File: config.mk
export PLATFORM = sky130hd
export DESIGN_NAME = hazard_scoreboard_unit
export DESIGN_NICKNAME = d
export VERILOG_FILES = /design/src/rtl/riscv_hazard_pkg.sv /design/src/rtl/forward_select.sv /design/src/rtl/hazard_scoreboard_unit.sv
export SDC_FILE = /design/constraint.sdc
export NUM_CORES = 1
export LEC_CHECK = 0
export CORE_ASPECT_RATIO = 0.6
export CORE_MARGIN = 5
export CORE_UTILIZATION = 47
export DETAILED_ROUTE_END_ITERATION = 6
export GPL_TIMING_DRIVEN = 0
export PLACE_DENSITY = 0.84
export SLEW_MARGIN = 10
export SYNTH_ARGS = -nofsm -noshare
export SYNTH_HDL_FRONTEND = slang
export SYNTH_SLANG_ARGS = --single-unit
File: constraint.sdc
create_clock -name CLK -period 4.8 [get_ports CLK]
set_input_delay 1.44 -clock CLK [delete_from_list [all_inputs] [get_ports CLK]]
set_output_delay 1.44 -clock CLK [all_outputs]
set_load 0.02 [all_outputs]
File: src/rtl/riscv_hazard_pkg.sv
// Shared constants for the pipeline hazard controller.
package riscv_hazard_pkg;

  // Forwarding select encodings for one EX source operand
  localparam logic [1:0] FWD_RF  = 2'b00;
  localparam logic [1:0] FWD_WB  = 2'b01;
  localparam logic [1:0] FWD_MEM = 2'b10;

  // Default register-address width (32 architectural registers)
  localparam int unsigned RAW_DEF = 5;

endpackage

File: src/rtl/forward_select.sv
// Forwarding select for a single EX source operand; MEM result beats WB result.
module forward_select
  import riscv_hazard_pkg::*;
#(
  parameter int unsigned RAW = RAW_DEF
) (
  input  logic [RAW-1:0] rs_i,
  input  logic [RAW-1:0] rd_mem_i,
  input  logic           regwrite_mem_i,
  input  logic [RAW-1:0] rd_wb_i,
  input  logic           regwrite_wb_i,
  output logic [1:0]     fwd_c_o
);

  // x0 is never forwarded since it always reads as zero
  always_comb begin
    fwd_c_o = FWD_RF;
    if (regwrite_mem_i && (rd_mem_i != '0) && (rd_mem_i == rs_i)) begin
      fwd_c_o = FWD_MEM;
    end else if (regwrite_wb_i && (rd_wb_i != '0) && (rd_wb_i == rs_i)) begin
      fwd_c_o = FWD_WB;
    end
  end

endmodule

File: src/rtl/hazard_scoreboard_unit.sv
// Data-hazard controller: EX forwarding, ID load-use detection, single
// outstanding long-op scoreboard and a saturating stall counter.
module hazard_scoreboard_unit
  import riscv_hazard_pkg::*;
#(
  parameter int unsigned NCH  = 2,
  parameter int unsigned RAW  = RAW_DEF,
  parameter int unsigned LATW = 4,
  parameter int unsigned CNTW = 32
) (
  input  logic              CLK,
  input  logic              RESET_N,
  input  logic [NCH*RAW-1:0] RS_ID,
  input  logic [NCH-1:0]    RS_USED_ID,
  input  logic [RAW-1:0]    RD_ID,
  input  logic              REGWRITE_ID,
  input  logic              LONG_ID,
  input  logic [NCH*RAW-1:0] RS_EX,
  input  logic [RAW-1:0]    RD_EX,
  input  logic              REGWRITE_EX,
  input  logic              MEMREAD_EX,
  input  logic [RAW-1:0]    RD_MEM,
  input  logic              REGWRITE_MEM,
  input  logic [RAW-1:0]    RD_WB,
  input  logic              REGWRITE_WB,
  input  logic              LONG_ISSUE,
  input  logic [RAW-1:0]    LONG_RD,
  input  logic [LATW-1:0]   LONG_LAT,
  output logic [NCH*2-1:0]  FORWARD,
  output logic              STALL,
  output logic              LONG_BUSY,
  output logic              LONG_DONE,
  output logic [RAW-1:0]    LONG_RD_Q,
  output logic [CNTW-1:0]   STALL_CNT
);

  logic            busy_q, busy_d;
  logic            done_q, done_d;
  logic [RAW-1:0]  long_rd_q, long_rd_d;
  logic [LATW-1:0] cnt_q, cnt_d;
  logic [CNTW-1:0] stall_cnt_q, stall_cnt_d;

  logic [NCH-1:0]  lu_hit;
  logic [NCH-1:0]  raw_hit;
  logic            load_use_c;
  logic            long_haz_c;
  logic            stall_c;

  // Per-channel forwarding selects and ID-side source comparisons
  for (genvar k = 0; k < NCH; k++) begin : g_ch
    forward_select #(
      .RAW (RAW)
    ) u_fwd (
      .rs_i           (RS_EX[k*RAW +: RAW]),
      .rd_mem_i       (RD_MEM),
      .regwrite_mem_i (REGWRITE_MEM),
      .rd_wb_i        (RD_WB),
      .regwrite_wb_i  (REGWRITE_WB),
      .fwd_c_o        (FORWARD[k*2 +: 2])
    );

    assign lu_hit[k]  = RS_USED_ID[k] && (RS_ID[k*RAW +: RAW] == RD_EX);
    assign raw_hit[k] = RS_USED_ID[k] && (RS_ID[k*RAW +: RAW] == long_rd_q);
  end

  // Stall decision: load-use bubble or conflict with the outstanding long op
  always_comb begin
    load_use_c = MEMREAD_EX && REGWRITE_EX && (RD_EX != '0) && (|lu_hit);
    long_haz_c = 1'b0;
    if (busy_q && !done_q) begin
      long_haz_c = LONG_ID ||
                   ((long_rd_q != '0) &&
                    ((|raw_hit) || (REGWRITE_ID && (RD_ID == long_rd_q))));
    end
    stall_c = load_use_c || long_haz_c;
  end

  // Scoreboard next state; an issue is accepted when idle or in the done cycle
  always_comb begin
    busy_d    = busy_q;
    long_rd_d = long_rd_q;
    cnt_d     = cnt_q;
    if (LONG_ISSUE && (!busy_q || done_q)) begin
      busy_d    = 1'b1;
      long_rd_d = LONG_RD;
      cnt_d     = (LONG_LAT == '0) ? LATW'(1) : LONG_LAT;
    end else if (busy_q) begin
      if (done_q) begin
        busy_d = 1'b0;
        cnt_d  = '0;
      end else begin
        cnt_d = cnt_q - LATW'(1);
      end
    end
    done_d = busy_d && (cnt_d == LATW'(1));
  end

  // Saturating performance counter of stalled cycles
  always_comb begin
    stall_cnt_d = stall_cnt_q;
    if (stall_c && (stall_cnt_q != {CNTW{1'b1}})) begin
      stall_cnt_d = stall_cnt_q + CNTW'(1);
    end
  end

  // State registers
  always_ff @(posedge CLK or negedge RESET_N) begin
    if (!RESET_N) begin
      busy_q      <= 1'b0;
      done_q      <= 1'b0;
      long_rd_q   <= '0;
      cnt_q       <= '0;
      stall_cnt_q <= '0;
    end else begin
      busy_q      <= busy_d;
      done_q      <= done_d;
      long_rd_q   <= long_rd_d;
      cnt_q       <= cnt_d;
      stall_cnt_q <= stall_cnt_d;
    end
  end

  assign STALL     = stall_c;
  assign LONG_BUSY = busy_q;
  assign LONG_DONE = done_q;
  assign LONG_RD_Q = long_rd_q;
  assign STALL_CNT = stall_cnt_q;

endmodule

==> results of run 1 <==
## cells in the final DEF (no fill, tap or decap), types with 4 or more instances in the layout
cell and n:
mux2_2 8, nand2_1 13, clkdlybuf4s50_1 96, dfrtp_1 43, nand3_1 18, clkbuf_8 5
nor4_1 7, nand4_1 12, and4_1 5, xnor2_1 47, xor2_1 27, and3_1 15
inv_1 4, nor2_1 4, or4_1 5
## registers in the layout, summed over array words and instances, names as in the netlist
signal	cells
LONG_DONE	1
STALL_CNT	32
LONG_RD_Q	5
LONG_BUSY	1
cnt_q	4
## critical path, delay by kind of cell
kind	cells	cell delay, ns
buf+inv	2	0.69
simple gates	3	0.92
compound gates	1	0.19
## routing by layer
metal / track usage [%] / routed length (µm)
met5: 0 / 0
met4: 4.31 / 68
met3: 5.75 / 524
met2: 31.3 / 3120
met1: 30.7 / 3560
## logic make-up (layout without fill, tap and decap cells)
| kind of cell | after synthesis | in the layout | synth area share [%] |
|---|---|---|---|
| muxes | 11 | 11 | 4.57 |
| adders and majority gates | 2 | 2 | 0.951 |
| buffers and inverters | 9 | 120 | 2.19 |
| and+or+nand+nor | 94 | 94 | 21.6 |
| DFF | 43 | 43 | 40.9 |
| xor gates and xnor gates | 74 | 74 | 24.6 |
| AOI/OAI and AO/OA | 19 | 19 | 5.19 |
## worst max path at each step
stage | slack, ns | endpoint | depth (start not counted)
6_report | 0.11 | FORWARD[0] | 6
5_1_grt | -0.01 | FORWARD[0] | 6
4_1_cts | 0.005 | FORWARD[0] | 6
3_5_place_dp | -0.39 | FORWARD[0] | 6
3_3_place_gp | -0.36 | FORWARD[2] | 6
2_1_floorplan | 0.30 | FORWARD[0] | 4
## layout make-up
cell class | instances | area, µm² | share of cell area [%]
multi-input combinational | 200 | 1510 | 39.3
sequential | 43 | 1080 | 27.9
timing repair buffer | 103 | 1030 | 26.6
tap | 69 | 86.3 | 2.24
clock buffer | 5 | 68.8 | 1.79
buffer | 5 | 42.5 | 1.10
clock inverter | 3 | 23.8 | 0.617
inverter | 4 | 15.0 | 0.390
## stage by stage
stage | instances | power (W) | setup slack (ns)
2_1_floorplan | 252 | 0.000835 | 0.303
3_5_place_dp | 424 | 0.00108 | -0.394
3_3_place_gp | 423 | 0.00107 | -0.364
6_report | 432 | 0.00131 | 0.113
5_1_grt | 432 | 0.00140 | -0.0106
4_1_cts | 432 | 0.00132 | 0.00512
## power by group through the flow
stage / sequential, W / clock, W / combinational, W
after floorplan: 0.000572 / 0 / 0.000263
after global placement: 0.000533 / 0 / 0.000535
after detailed placement: 0.000537 / 0 / 0.000545
after CTS: 0.000530 / 0.000246 / 0.000546
after global routing: 0.000545 / 0.000264 / 0.000595
final: 0.000531 / 0.000241 / 0.000542
==> results.cfg, run 1 <==
[final_layout]
n_antenna_cell = 0
synthToLayoutAreaGrowth_pct = 46.4
nNetsFinal = 424
final_core_util_pct = 70.1
layout-drive-gt1-share_pct = 10.2
fill_cells = 436
final_cell_area_um2 = 3850

[global_routing]
grt.overflow.total = 0
grt_max_degree = 37
grt_pass1_wl_um = 11800
first_global_vias = 2316
track_usage_pct = 21.0
antenna_found_initial = 0

[cts]
hold_buffers = 0
cts_made_buffers = 5
cts_resized = 10
clkTransAtPathRegs_ns = 0.09
clockRootBuffer = clkbuf_8
cts_max_level = 2
cts_tree = yes
ctsLongestPathBuffers = 2
postCtsSetupRepairBufs = 0
cts.sinks = 43
clk_latency_ns = 0.31

[timing]
fmax_ghz = 0.213
finalHoldViolations = 0
finalHoldWorstSlack_ns = 0.498
slew_headroom_pct = 71.7
setup_tns_ns = 0
fin_crit_sh_pct = 97.6
setup_violations = 0
layout_min_cycle_time_ns = 4.69
skew_ns = 0.0117
slew_viol_final = 0
worstMarginPinSlew_ns = 0.424

[worst_setup_path]
r2r-end = STALL_CNT[23]
startpoint_type = input pin
critical_path.max_fanout = 3
reg2reg_from = STALL_CNT[0]
cpMaxStageDelayCell = or4_1
startpoint = RD_MEM[3]
cp-end-kind = primary output
cpMostUsedCell = nor4_1
crit_arrival_ns = 3.25
slowest_delay_ns = 0.55
crit_chain = clkdlybuf4s50_1 > or4_1 > o21ai_2 > nor4_1 > nor4_1 > clkbuf_2
rr_worst_depth = 9
worstSetupPathType = input pin to primary output
reg2reg_slack_ns = 2.39
cp.required_ns = 3.36

[pwr]
clkPwrFrac_pct = 18.3
ir_drop_uv = 283
p_sw_w = 0.000496
p_per_area_nw_per_um2 = 341
internal_power_w = 0.000817
seqPwrFrac_pct = 40.4
combPwrFrac_pct = 41.3
swShare_pct = 37.8
leakagePower_nw = 1.60

[detailed_routing]
via_per_inst = 5.34
avgRoutedWirePerCell_um = 16.8
wl_um = 7280
dr_total_vias = 2308
drtAntennaViolNets = 0
dr.first_iter.drc_count = 94
route.detailed.drc = 0
first_pass_iters = 4

[synth]
synth_flop_cell = dfrtp_1
ys_top_cells_by_count = 47 x xnor2_1, 43 x dfrtp_1, 27 x xor2_1
synth_top_area_share_pct = 40.9
synth_nets = 314
ys_seq_area_share_pct = 40.9
synth.avg_cell_area_um2 = 10.4
synth_cell_types = 37
yosysMostFrequentCell = xnor2_1
async_reset_ff_share_pct = 100
synth_warnings = 0
synth_area_leaders = dfrtp_1 41%, xnor2_1 16%, xor2_1 9.0%, and3_1 3.6%, nand3_1 3.4%
synth_cells = 252
synth.largest_area_cell = dfrtp_1
synth_edf_count = 0
synth_area_um2 = 2630
ys_ff_latch = 43

[placement]
place_congestion = 0.885
dp_hpwl_um = 5800
placed_cell_area_um2 = 3750
io_buffers = 102

[floorplanning]
die_w_um = 107
start_util_pct = 47.9
io_pins = 104
die-area_um2 = 7240
rows = 21
coreArea_um2 = 5490
die-height_um = 67.9

[run_status]
status = finished clean

[worst_hold_path]
hold_path_class = register to register
min_to = STALL_CNT[26]
min-delay-start = STALL_CNT[26]
hold_path_depth = 1

[job]
drv_cap = 0
(Power assumes the default switching activity.)
==> run 2, diff against run 1 <==
Settings changed: CORE_UTILIZATION 47 to 44, PLACE_DENSITY 0.84 to 0.79.
Clock period 4.8 ns to 4.6 ns, I/O delays scaled along.
==> results.cfg, run 2 (same netlist as run 1, synthesis figures left out) <==
[timing]
finalHoldWorstSlack_ns = 0.505
finalHoldViolations = 0
slew_viol_final = 0
fin_crit_sh_pct = 99.0
setup_violations = 0
fmax_ghz = 0.219
skew_ns = 0.0107
setup_slack_ns = 0.0441
layout_min_cycle_time_ns = 4.56
worstMarginPinSlew_ns = 0.425
slew_headroom_pct = 71.4

[final_layout]
synthToLayoutAreaGrowth_pct = 49.6
largest_reg_flops = 32
n_antenna_cell = 0
nNetsFinal = 424
final_core_util_pct = 69.3
layout_common_cells = 94 x clkdlybuf4s50_1, 47 x xnor2_1, 43 x dfrtp_1
layout-drive-gt1-share_pct = 11.3
layout_commonest_cell = clkdlybuf4s50_1
final_cell_area_um2 = 3940
stdcell_count = 442

[cts]
cts_max_level = 2
clk_latency_ns = 0.30
cts_made_buffers = 5
cts_tree = yes
clkTransAtPathRegs_ns = 0.08
postCtsSetupRepairBufs = 0
cts.sinks = 43
ctsLongestPathBuffers = 2
clockRootBuffer = clkbuf_8

[floorplanning]
die_w_um = 110
io_pins = 104
start_util_pct = 46.3
die-area_um2 = 7670
die-height_um = 69.9
coreArea_um2 = 5680
rows = 21

[global_routing]
grt_max_degree = 36
track_usage_pct = 20.6
antenna_found_initial = 0
grt_pass1_wl_um = 12300
grt.overflow.total = 0
first_global_vias = 2307

[detailed_routing]
dr.first_iter.drc_count = 114
first_pass_iters = 4
drtAntennaViolNets = 0
dr_total_vias = 2346
via_per_inst = 5.31
avgRoutedWirePerCell_um = 17.6
route.detailed.drc = 0
wl_um = 7780

[worst_setup_path]
reg2reg_from = STALL_CNT[0]
cp.required_ns = 3.22
crit_chain = clkdlybuf4s50_1 > or4_1 > o21ai_0 > or4_4 > nor4_4 > buf_4
cp-end-kind = primary output
path_buf_inv = 2
critPathTopFamily = simple AND/OR/NAND/NOR gates
rr_worst_depth = 9
cpMaxStageDelayCell = or4_4
cp_num_cells = 6
slowest_delay_ns = 0.59
critical_path.max_fanout = 3
r2r-end = STALL_CNT[23]
startpoint_type = input pin
reg2reg_slack_ns = 2.17
worstSetupPathType = input pin to primary output
crit_arrival_ns = 3.18
startpoint = RD_WB[4]

[worst_hold_path]
min_to = STALL_CNT[17]
hold_path_class = register to register
min-delay-start = STALL_CNT[17]
hold_path_depth = 1

[run_status]
status = finished clean

[job]
drv_cap = 0

[pwr]
p_per_area_nw_per_um2 = 362
ir_drop_uv = 327
leakagePower_nw = 1.61

[placement]
dp_hpwl_um = 6140
placed_cells = 435
io_buffers = 102
placed_cell_area_um2 = 3770
pre_cts_ws_ns = -0.577
place_congestion = 0.861
run 2: worst max-delay path by stage:
stage                            end  slack, ns
after CTS                      STALL      0.004
after global placement    FORWARD[0]      -0.50
after detailed placement  FORWARD[0]      -0.58
after floorplan           FORWARD[0]       0.22
after global routing      FORWARD[0]      -0.03
final                     FORWARD[0]       0.04
run 2: metal layers:
layer | global-route usage (%) | share of wire (%) | vias to the layer above
met2 | 29.3 | 44 | 55
met1 | 31.6 | 50 | 1150
li1 | - | - | 1139
met3 | 5.16 | 5.4 | 2
met4 | 3.32 | 0.45 | 0
met5 | 0 | 0 | -
run 2: timing repair:
action	CTS	global route
pin swaps	0	3
setup endpoints to repair	5	3
hold buffers	0	0
gates resized for setup	20	12
cloned	0	0
run 2: cell type report:
class | count | area, µm²
buffer | 5 | 42.5
clock buffer | 5 | 68.8
clock inverter | 2 | 37.5
fill | 463 | 1740
inverter | 4 | 15.0
multi-input combinational | 200 | 1570
sequential | 43 | 1080
tap | 80 | 100
timing repair buffer | 103 | 1030
run 2: metrics by stage:
step | TNS, ns | total power [W]
2_1_floorplan | 0 | 0.000871
3_3_place_gp | -1.61 | 0.00112
3_5_place_dp | -1.91 | 0.00114
4_1_cts | 0 | 0.00143
5_1_grt | -0.0419 | 0.00151
6_report | 0 | 0.00142
run 2: where the power goes:
| group | leakage (nW) | internal (W) | switching (W) |
|---|---|---|---|
| Sequential | 0.567 | 0.000449 | 0.000106 |
| Combinational | 0.993 | 0.000300 | 0.000286 |
| Clock | 0.0502 | 0.000159 | 0.000126 |
| Total | 1.61 | 0.000907 | 0.000518 |
==> run 3, diff against run 2 <==
Settings changed: CORE_MARGIN 5 to default.
==> results.cfg, run 3 (same netlist as run 1, synthesis figures left out) <==
[floorplanning]
die-height_um = 61.9
start_util_pct = 46.3
rows = 21
die_w_um = 102
coreArea_um2 = 5680
io_pins = 104
die-area_um2 = 6300

[global_routing]
grt_max_degree = 27
first_global_vias = 2163
grt_pass1_wl_um = 11100
track_usage_pct = 23.8
grt.overflow.total = 0
antenna_found_initial = 0

[detailed_routing]
drtAntennaViolNets = 0
first_pass_iters = 4
route.detailed.drc = 0
avgRoutedWirePerCell_um = 16.2
via_per_inst = 5.37
dr.first_iter.drc_count = 123
dr_total_vias = 2372
wl_um = 7180

[timing]
layout_min_cycle_time_ns = 4.53
slew_viol_final = 0
rsz0062_at_grt = false
finalHoldWorstSlack_ns = 0.495
fmax_ghz = 0.221
skew_ns = 0.0101
setup_tns_ns = 0
setup_violations = 0
slew_headroom_pct = 68.5
fin_crit_sh_pct = 98.5
worstMarginPinSlew_ns = 0.469
finalHoldViolations = 0

[final_layout]
layout_commonest_cell = clkdlybuf4s50_1
synthToLayoutAreaGrowth_pct = 49.0
final_core_util_pct = 69.0
largest_reg_flops = 32
nNetsFinal = 424
n_antenna_cell = 0
stdcell_count = 442
layout-drive-gt1-share_pct = 11.0
layout_common_cells = 92 x clkdlybuf4s50_1, 46 x xnor2_1, 43 x dfrtp_1
final_cell_area_um2 = 3920

[worst_hold_path]
hold_path_class = register to register

[worst_setup_path]
reg2reg_slack_ns = 2.21
cp.required_ns = 3.22
critical_path.max_fanout = 3
cpMaxStageDelayCell = clkdlybuf4s50_1
cp-end-kind = primary output
crit_chain = clkdlybuf4s50_1 > o21ai_0 > or4_4 > nor4_2 > buf_4
startpoint_type = input pin
slowest_delay_ns = 0.58
worstSetupPathType = input pin to primary output
crit_arrival_ns = 3.15

[cts]
cts_max_level = 2
hold_buffers = 0
ctsLongestPathBuffers = 2
clk_latency_ns = 0.30
postCtsSetupRepairBufs = 0
clkTransAtPathRegs_ns = 0.08
cts_tree = yes
clockRootBuffer = clkbuf_8
cts_made_buffers = 5
cts.sinks = 43

[placement]
dp_hpwl_um = 5740
placed_cells = 435
placed_cell_area_um2 = 3770
place_congestion = 0.882
io_buffers = 102

[run_status]
status = finished clean

[pwr]
leakagePower_nw = 1.64
ir_drop_uv = 237
p_per_area_nw_per_um2 = 363

[job]
drv_cap = 0
## run 3: area by class of cell
| type | count | area [µm²] |
|---|---|---|
| inverter | 4 | 15.0 |
| buffer | 5 | 42.5 |
| clock buffer | 6 | 72.6 |
| multi-input combinational | 200 | 1550 |
| tap | 80 | 100 |
| fill | 457 | 1760 |
| clock inverter | 1 | 30.0 |
| sequential | 43 | 1080 |
| timing repair buffer | 103 | 1030 |
## run 3: worst max-delay path, delay by kind of cell
kind / cells / cell delay [ns]
and+or+nand+nor: 2 / 0.85
buffers and inverters: 2 / 0.76
AOI/OAI and AO/OA: 1 / 0.15
## run 3: per-stage QoR
| step | setup slack (ns) | power [W] |
|---|---|---|
| 2_1_floorplan | 0.223 | 0.000871 |
| 3_3_place_gp | -0.487 | 0.00112 |
| 3_5_place_dp | -0.480 | 0.00113 |
| 4_1_cts | 0.0345 | 0.00142 |
| 5_1_grt | 0.0212 | 0.00151 |
| 6_report | 0.0703 | 0.00142 |
## run 3: where the power goes
| group | leakage (nW) | internal (W) | switching (W) | total [W] |
|---|---|---|---|---|
| Clock | 0.0513 | 0.000159 | 0.000123 | 0.000282 |
| Sequential | 0.567 | 0.000449 | 0.000100 | 0.000549 |
| Combinational | 1.02 | 0.000304 | 0.000289 | 0.000592 |
## run 3: metal layers
metal | up-vias | share of wire, % | global-route usage (%)
met5 | - | 0 | 0
met4 | 0 | 0.71 | 4.29
met3 | 6 | 7.4 | 5.03
met2 | 85 | 41 | 33.6
met1 | 1139 | 51 | 37.5
li1 | 1142 | - | -
## run 3: final timing paths
| path | start | endpoint | cells after the start |
|---|---|---|---|
| setup / recovery | RD_WB[1] | FORWARD[0] | 5 |
| hold / removal | STALL_CNT[17] | STALL_CNT[17] | 1 |
| setup reg to reg | STALL_CNT[0] | STALL_CNT[14] | 9 |
| hold reg to reg | STALL_CNT[17] | STALL_CNT[17] | 1 |
| max in group asynchronous | RESET_N | LONG_BUSY | 2 |
| min in group asynchronous | RESET_N | STALL_CNT[21] | 1 |
## run 3: repair_timing
item                       4_1_cts  5_1_grt
pin swaps                        0        3
setup endpoints to repair        5        3
gates resized for setup         19       12
